==> src/rtl/multi_cycle_control_unit.sv <==
// rtl/multi_cycle_control_unit.sv - Moore FSM sequencing the multi-cycle MIPS datapath
// Outputs are decoded from the current state; only pc_write/ir_write/instr_done look at handshake inputs.
module multi_cycle_control_unit #(
  parameter int ALU_OP_W = 4,
  parameter bit ADDI_EN  = 1'b1,
  parameter bit JUMP_EN  = 1'b1
) (
  input  logic                clk,
  input  logic                rst_n,
  input  logic [5:0]          opcode,
  input  logic [5:0]          funct,
  input  logic                mem_ready,
  input  logic                alu_zero,
  output logic                pc_write,
  output logic                iord,
  output logic                mem_read,
  output logic                mem_write,
  output logic                ir_write,
  output logic                reg_dst,
  output logic                mem_to_reg,
  output logic                reg_write,
  output logic                alu_src_a,
  output logic [1:0]          alu_src_b,
  output logic [ALU_OP_W-1:0] alu_op,
  output logic [1:0]          pc_source,
  output logic                instr_done,
  output logic                illegal_instr,
  output logic [3:0]          state
);

  typedef enum logic [3:0] {
    S_FETCH     = 4'd0,
    S_DECODE    = 4'd1,
    S_MEM_ADDR  = 4'd2,
    S_MEM_READ  = 4'd3,
    S_MEM_WB    = 4'd4,
    S_MEM_WRITE = 4'd5,
    S_EXECUTE   = 4'd6,
    S_ALU_WB    = 4'd7,
    S_BRANCH    = 4'd8,
    S_JUMP      = 4'd9,
    S_ADDI_EX   = 4'd10,
    S_ADDI_WB   = 4'd11
  } state_t;

  localparam logic [5:0] OP_RTYPE = 6'h00;
  localparam logic [5:0] OP_J     = 6'h02;
  localparam logic [5:0] OP_BEQ   = 6'h04;
  localparam logic [5:0] OP_ADDI  = 6'h08;
  localparam logic [5:0] OP_LW    = 6'h23;
  localparam logic [5:0] OP_SW    = 6'h2b;

  localparam logic [ALU_OP_W-1:0] ALU_ADD  = ALU_OP_W'(4'd0);
  localparam logic [ALU_OP_W-1:0] ALU_SUB  = ALU_OP_W'(4'd1);
  localparam logic [ALU_OP_W-1:0] ALU_AND  = ALU_OP_W'(4'd2);
  localparam logic [ALU_OP_W-1:0] ALU_OR   = ALU_OP_W'(4'd3);
  localparam logic [ALU_OP_W-1:0] ALU_NOR  = ALU_OP_W'(4'd4);
  localparam logic [ALU_OP_W-1:0] ALU_XOR  = ALU_OP_W'(4'd5);
  localparam logic [ALU_OP_W-1:0] ALU_SLT  = ALU_OP_W'(4'd9);
  localparam logic [ALU_OP_W-1:0] ALU_SLTU = ALU_OP_W'(4'd10);

  state_t                r_state;
  state_t                w_next;
  logic                  w_pc_write;
  logic                  w_iord;
  logic                  w_mem_read;
  logic                  w_mem_write;
  logic                  w_ir_write;
  logic                  w_reg_dst;
  logic                  w_mem_to_reg;
  logic                  w_reg_write;
  logic                  w_alu_src_a;
  logic [1:0]            w_alu_src_b;
  logic [ALU_OP_W-1:0]   w_alu_op;
  logic [1:0]            w_pc_source;
  logic                  w_instr_done;
  logic                  w_illegal;

  always_comb begin
    w_next       = r_state;
    w_pc_write   = 1'b0;
    w_iord       = 1'b0;
    w_mem_read   = 1'b0;
    w_mem_write  = 1'b0;
    w_ir_write   = 1'b0;
    w_reg_dst    = 1'b0;
    w_mem_to_reg = 1'b0;
    w_reg_write  = 1'b0;
    w_alu_src_a  = 1'b0;
    w_alu_src_b  = 2'b00;
    w_alu_op     = ALU_ADD;
    w_pc_source  = 2'b00;
    w_instr_done = 1'b0;
    w_illegal    = 1'b0;
    case (r_state)
      S_FETCH: begin
        w_mem_read  = 1'b1;
        w_alu_src_b = 2'b01;
        if (mem_ready) begin
          w_ir_write = 1'b1;
          w_pc_write = 1'b1;
          w_next     = S_DECODE;
        end
      end
      S_DECODE: begin
        // ALU precomputes the branch target while the opcode is dispatched
        w_alu_src_b = 2'b11;
        if (opcode == OP_RTYPE)                        w_next = S_EXECUTE;
        else if (opcode == OP_LW || opcode == OP_SW)   w_next = S_MEM_ADDR;
        else if (opcode == OP_BEQ)                     w_next = S_BRANCH;
        else if (ADDI_EN && opcode == OP_ADDI)         w_next = S_ADDI_EX;
        else if (JUMP_EN && opcode == OP_J)            w_next = S_JUMP;
        else begin
          w_illegal = 1'b1;
          w_next    = S_FETCH;
        end
      end
      S_MEM_ADDR: begin
        w_alu_src_a = 1'b1;
        w_alu_src_b = 2'b10;
        w_next      = (opcode == OP_LW) ? S_MEM_READ : S_MEM_WRITE;
      end
      S_MEM_READ: begin
        w_iord     = 1'b1;
        w_mem_read = 1'b1;
        if (mem_ready) w_next = S_MEM_WB;
      end
      S_MEM_WB: begin
        w_reg_write  = 1'b1;
        w_mem_to_reg = 1'b1;
        w_instr_done = 1'b1;
        w_next       = S_FETCH;
      end
      S_MEM_WRITE: begin
        w_iord      = 1'b1;
        w_mem_write = 1'b1;
        if (mem_ready) begin
          w_instr_done = 1'b1;
          w_next       = S_FETCH;
        end
      end
      S_EXECUTE: begin
        w_alu_src_a = 1'b1;
        w_next      = S_ALU_WB;
        case (funct)
          6'h20, 6'h21: w_alu_op = ALU_ADD;
          6'h22, 6'h23: w_alu_op = ALU_SUB;
          6'h24:        w_alu_op = ALU_AND;
          6'h25:        w_alu_op = ALU_OR;
          6'h26:        w_alu_op = ALU_XOR;
          6'h27:        w_alu_op = ALU_NOR;
          6'h2a:        w_alu_op = ALU_SLT;
          6'h2b:        w_alu_op = ALU_SLTU;
          default: begin
            w_illegal = 1'b1;
            w_next    = S_FETCH;
          end
        endcase
      end
      S_ALU_WB: begin
        w_reg_write  = 1'b1;
        w_reg_dst    = 1'b1;
        w_instr_done = 1'b1;
        w_next       = S_FETCH;
      end
      S_BRANCH: begin
        w_alu_src_a  = 1'b1;
        w_alu_op     = ALU_SUB;
        w_pc_source  = 2'b01;
        w_pc_write   = alu_zero;
        w_instr_done = 1'b1;
        w_next       = S_FETCH;
      end
      S_JUMP: begin
        w_pc_source  = 2'b10;
        w_pc_write   = 1'b1;
        w_instr_done = 1'b1;
        w_next       = S_FETCH;
      end
      S_ADDI_EX: begin
        w_alu_src_a = 1'b1;
        w_alu_src_b = 2'b10;
        w_next      = S_ADDI_WB;
      end
      S_ADDI_WB: begin
        w_reg_write  = 1'b1;
        w_instr_done = 1'b1;
        w_next       = S_FETCH;
      end
      default: w_next = S_FETCH;
    endcase
  end

  always_ff @(posedge clk or negedge rst_n) begin
    if (!rst_n) r_state <= S_FETCH;
    else        r_state <= w_next;
  end

  // Gated by rst_n so a reset mid-instruction kills write strobes before any clock edge
  assign pc_write      = rst_n & w_pc_write;
  assign iord          = rst_n & w_iord;
  assign mem_read      = rst_n & w_mem_read;
  assign mem_write     = rst_n & w_mem_write;
  assign ir_write      = rst_n & w_ir_write;
  assign reg_dst       = rst_n & w_reg_dst;
  assign mem_to_reg    = rst_n & w_mem_to_reg;
  assign reg_write     = rst_n & w_reg_write;
  assign alu_src_a     = rst_n & w_alu_src_a;
  assign alu_src_b     = rst_n ? w_alu_src_b : 2'b00;
  assign alu_op        = rst_n ? w_alu_op : '0;
  assign pc_source     = rst_n ? w_pc_source : 2'b00;
  assign instr_done    = rst_n & w_instr_done;
  assign illegal_instr = rst_n & w_illegal;
  assign state         = rst_n ? r_state : 4'd0;

endmodule

==> config.mk <==
export PLATFORM = sky130hd
export DESIGN_NAME = multi_cycle_control_unit
export DESIGN_NICKNAME = d
export VERILOG_FILES = /design/src/rtl/multi_cycle_control_unit.sv
export SDC_FILE = /design/constraint.sdc
export NUM_CORES = 1
export LEC_CHECK = 0
export CORE_MARGIN = 8
export CORE_UTILIZATION = 30
export DETAILED_ROUTE_END_ITERATION = 6
export PLACE_DENSITY = 0.77
export SLEW_MARGIN = 10
export SYNTH_ARGS = -nofsm -noshare
export SYNTH_HDL_FRONTEND = slang
export SYNTH_SLANG_ARGS = --single-unit
==> constraint.sdc <==
create_clock -name clk -period 3.05 [get_ports clk]
set_clock_uncertainty 0.1 [all_clocks]
set_input_delay 0.4575 -clock clk [delete_from_list [all_inputs] [get_ports clk]]
set_output_delay 0.4575 -clock clk [all_outputs]
set_load 0.05 [all_outputs]
## Word-level counts from Yosys, hierarchy flattened

Index checks and enable logic that the tools add are counted.

| cells by class | value |
|---|---|
| bitwise logic cells | 11 |
| reduce and logical (&&, ||, !) cells | 12 |
| muxes and demuxes | 37 |
| equal/unequal tests | 29 |

Operators with widths:

| cell | number |
|---|---|
| equality test 6 bit, second input constant | 12 |
| case mux 4 bit (7 select lines) | 2 |
| 2-to-1 mux 4 bit | 10 |
| equality test 4 x 3 -> 1 bit, second input constant | 4 |
| equality test 4 bit, second input constant | 4 |
| 2-to-1 mux 1 bit | 15 |
| AND 1 bit | 11 |
| OR reduction 10 bit | 1 |
| equality test 4 x 2 -> 1 bit, second input constant | 2 |
| case mux 4 bit (2 select lines) | 1 |
| OR reduction 2 bit | 4 |
| equality test 6 x 2 -> 1 bit, second input constant | 1 |
| equality test 6 x 3 -> 1 bit, second input constant | 1 |
| equality test 6 x 4 -> 1 bit, second input constant | 1 |
| logical NOT 6 bit | 1 |
| 2-to-1 mux 3 bit | 2 |
| inequality test 2 bit, second input constant | 3 |
| case mux 2 bit (3 select lines) | 1 |
| OR reduction 5 bit | 1 |
| equality test 4 x 1 -> 1 bit, second input constant | 1 |
| logical NOT 4 bit | 1 |
| 2-to-1 mux 2 bit | 2 |
| case mux 1 bit (2 select lines) | 2 |
| case mux 2 bit (2 select lines) | 1 |
| 5 further kinds | 5 |

| word-level totals | value |
|---|---|
| register bits | 4 |
| input port bits | 16 |
| output and inout port bits | 23 |
| logic and storage cells | 90 |

## Depth between registers and ports, before layout

| depth | value |
|---|---|
| word-level depth | 8 |
| gate-level depth with buffers | 6 |
| depth with buffers taken out | 4 |

## Worst setup path before layout

OpenSTA, ideal clock, no wires.

| path | value |
|---|---|
| path type | flip-flop to output port |
| start | reg r_state[0] |
| end | out pc_write |
| required time | 2.492 ns |
| data arrival time | 3.218 ns |
| path buffers | 1 |
| cell stages (with the launch flop) | 5 |
| path slack | -0.725 ns |
| cell sequence | dfrtp_1 -> clkbuf_1 -> inv_1 -> nand2_1 -> a2111oi_0 |

| between the ends | value |
|---|---|
| word-level cells in the longest chain between the ends | 3 |
| elaborated cells between the ends (all ways) | 5 |
| classes of those cells | eq/ne (2); mux (1); bitwise (1); reduce/logical (1) |

Ends and longest elaborated chain:

| what | line | text |
|---|---|---|
| from (decl) | 62 | `state_t r_state;` |
| from (signal assigned) | 196 | `else r_state <= w_next;` |
| equality test 4 bit / logical NOT 4 bit (equally long branches) | 95 | `case (r_state)` |
| case mux 1 bit (3 select lines) * | 95 |  |
| AND 1 bit * | 200 | `assign pc_write = rst_n & w_pc_write;` |
| to (decl) | 14 | `output logic pc_write,` |

Mark *: on every way between the ends. The rest lies on a longest branch, timed or not.

## Worst setup path after layout

| path | value |
|---|---|
| start | in opcode[5] |
| end | out illegal_instr |

| between the ends | value |
|---|---|
| word-level cells in the longest chain between the ends | 8 |
| elaborated cells between the ends (all ways) | 14 |
| classes of those cells | eq/ne (5); mux (6); bitwise (1); reduce/logical (2) |

Ends and longest elaborated chain:

| what | line | text |
|---|---|---|
| from (decl) | 10 | `input logic [5:0] opcode,` |
| equality test 6 x 2 -> 1 bit | 112 | `else if (JUMP_EN && opcode == OP_J) w_next = S_JUMP;` |
| 2-to-1 mux 1 bit | 112 |  |
| 2-to-1 mux 1 bit | 111 | `else if (ADDI_EN && opcode == OP_ADDI) w_next = S_ADDI_EX;` |
| 2-to-1 mux 1 bit | 110 | `else if (opcode == OP_BEQ) w_next = S_BRANCH;` |
| 2-to-1 mux 1 bit | 109 | `else if (opcode == OP_LW \|\| opcode == OP_SW) w_next = S_MEM_ADDR;` |
| 2-to-1 mux 1 bit * | 108 | `if (opcode == OP_RTYPE) w_next = S_EXECUTE;` |
| case mux 1 bit (2 select lines) * | 95 |  |
| AND 1 bit * | 213 | `assign illegal_instr = rst_n & w_illegal;` |
| to (decl) | 27 | `output logic illegal_instr,` |

Marks and branches as above.

==> results_dict.tcl <==
set metrics [dict create \
    fin_util 0.573 \
    cts.path.max_buffers 2 \
    worst_pin_slew_ps 427 \
    fp.dieW_um 63.5 \
    cts.sinks 4 \
    antenna_found_initial 0 \
    gr-usage-all-layers 0.119 \
    synth_edf_count 0 \
    area_growth_syn_to_layout_pct 83.5 \
    synth_fa_ha_area_frac 0 \
    core_area_mm2 0.00217 \
    critPathBufInv 2 \
    slew-limit-headroom 0.715 \
    max-cap-violations 0 \
    crit_path_max_fanout 5 \
    holdBufCountCts 0 \
    place_area_mm2 0.00122 \
    top_register "r_state" \
    startpoint "opcode[5]" \
    syn_nets 124 \
    port_buffers 38 \
    endpoint_kind "output port" \
    clock_tree.root_cell "clkbuf_4" \
    grt_max_degree 16 \
    synthTopCellsByArea "dfrtp_1 (15%), nor3_1 (8.1%), nand2_1 (6.1%)" \
    io_pins 39 \
    switchingPower_w 0.000293 \
    final_nets 162 \
    cp_top_family "simple AND/OR/NAND/NOR gates" \
    sw_frac_of_total 0.518 \
    place_congestion 0.856 \
    post-route-period-util 0.882 \
    synth_compound_area_frac 0.255 \
    fmax_mhz 372 \
    rr_startpoint "r_state[3]" \
    seq_area_frac_synth 0.148 \
    grt_pass1_wl_um 4040 \
    cts_resized 0 \
    synth_xor_area_frac 0.0259 \
    drt_iter0_drc 31 \
    intPower_w 0.000272 \
    power_density_mw_per_mm2 455 \
    slowest_delay_ps 530 \
    dr.pass1.iters 4 \
    synth_top_family_by_area "simple AND/OR/NAND/NOR gates" \
    drtAntennaViolNets 0 \
    design_area_mm2 0.00124 \
    power_w 0.000565 \
    largestRegisters "r_state x4" \
    drt-total-wl_um 2380 \
    crit_chain "clkdlybuf4s50_1, or3_1, nor4_1, or4_1, o22ai_1, buf_12" \
    routedWlPerCell_um 13.8 \
    p_leak_nw 0.478 \
    cts_buffers 3 \
    synth_area_um2 677 \
    async_flop_share 1.00 \
    clockPowerShare 0.120 \
    hp-class "in -> async" \
    fillCellCount 209 \
    pwr-share-comb 0.723 \
    synth.avg_cell_area_um2 6.27 \
    synthFlopType "dfrtp_1" \
    final-setup-viol-count 0 \
    start_kind "input pin" \
    cts_setup_buffers 0 \
    dieArea_mm2 0.00403 \
    hold_viol 0 \
    crit_type "in -> out" \
    synth_cell_types 41 \
    synthTopCellsByCount "nand2_1 (11), nor3_1 (11), nor2_1 (10)" \
    drc 0 \
    largest_register_ffs 4 \
    cp.arrival_ps 2130 \
    crit_required_ps 2490 \
    period_needed_ps 2690 \
    grt_pass1_vias 906 \
    die_h_um 63.5 \
    status "finished, final reports clean" \
    cts_tree "yes" \
    timing.setup.tns_ps 0 \
    yosysTopAreaCell "dfrtp_1" \
    start_util 0.312 \
    yosys.area_share.simple 0.486 \
    ys_warn_count 0 \
    seq_power_share 0.157 \
    viasPerCell 5.68 \
    vdd_drop_max_v 0.000260 \
    vias 977 \
    drv_slew 0 \
    rsz0062_at_grt "false" \
    synthDominantCellAreaShare 0.148 \
    gr-total-overflow 0 \
    hpwl_um 1960 \
    ys_ff_latch 4 \
    clkLatencyLatePin_ps 240 \
    n_antenna_cell 0 \
    synth_cells 108 \
    drive_above_1_share 0.222 \
    path_clk_slew_ps 40 \
    crit_slowest_cell "clkdlybuf4s50_1" \
    htree_levels 1 \
    rows 17 \
    synthMuxAreaShare 0.0148 \
]
## placed cells by master (no fill, tap or decap), types with 2 or more instances in the layout
cell type | Yosys | final
a31oi_1 | 2 | 2
buf_12 | 0 | 15
o22ai_1 | 3 | 3
nor4_1 | 2 | 2
buf_4 | 0 | 10
nor3_1 | 11 | 10
a21oi_1 | 6 | 6
clkdlybuf4s50_1 | 0 | 15
nor2_1 | 10 | 10
nand3_1 | 4 | 4
nand2_1 | 11 | 11
clkbuf_4 | 0 | 3
nand4_1 | 2 | 2
and2_1 | 4 | 4
dfrtp_1 | 4 | 4
inv_1 | 4 | 4
o21ai_0 | 6 | 6
or3_1 | 3 | 3
nand2b_1 | 5 | 5
nor2b_1 | 2 | 2
## kinds of logic (layout without fill, tap and decap cells)
kind of cell / count (synthesis) / in the layout
compound gates: 27 / 27
flops: 4 / 4
buf+inv: 12 / 48
xor+xnor: 2 / 2
simple gates: 62 / 62
mux: 1 / 1
## power by group through the flow
| stage | Combinational (W) | Clock (W) | Sequential (W) |
|---|---|---|---|
| 6_report | 0.000408 | 0.0000677 | 0.0000886 |
| 5_1_grt | 0.000441 | 0.0000748 | 0.0000926 |
| 4_1_cts | 0.000410 | 0.0000669 | 0.0000884 |
| 3_5_place_dp | 0.000409 | 0 | 0.0000889 |
| 3_3_place_gp | 0.000403 | 0 | 0.0000887 |
| 2_1_floorplan | 0.000262 | 0 | 0.0000693 |
## metal layers
metal  up-vias  global-route usage  part of all wire
li1        475                   -                 -
met1       434               0.128              0.41
met2        59               0.198              0.46
met3         9              0.0406              0.10
met4         0              0.0696             0.023
met5         -                   0                 0
## cell type report
class	instances	area, um2	share of cell area
flip-flops and latches	4	100	0.0806
inverters	5	18.8	0.0151
multi-input cells	92	541	0.435
repair buffers	40	526	0.423
well taps	28	35.0	0.0282
clock buffers	3	22.5	0.0181
## path summary, 6_finish.rpt
| check | to | slack, ps | cells after the start |
|---|---|---|---|
| worst max register to register | r_state[3] | 1200 | 3 |
| worst min register to register | r_state[2] | 640 | 1 |
| worst max-delay path | illegal_instr | 360 | 6 |
| min in group clk | r_state[2] | 640 | 1 |
| max in group asynchronous | r_state[3] | 2260 | 2 |
| worst min-delay path | r_state[1] | 440 | 2 |
## per-stage QoR
stage,std cells,setup slack (ps),hold WS [ps]
CTS,172,379,457
global placement,169,422,639
floorplan,108,266,61.9
finish,172,361,445
global route,172,258,463
detailed placement,169,380,626
## worst reg2reg max path: cells and delay by family, from the launching register on
kind | cells | cell delay [ps]
AO/OA/AOI/OAI | 1 | 190
flip-flops | 1 | 490
AND/OR/NAND/NOR | 2 | 980
(Power assumes the default switching activity.)
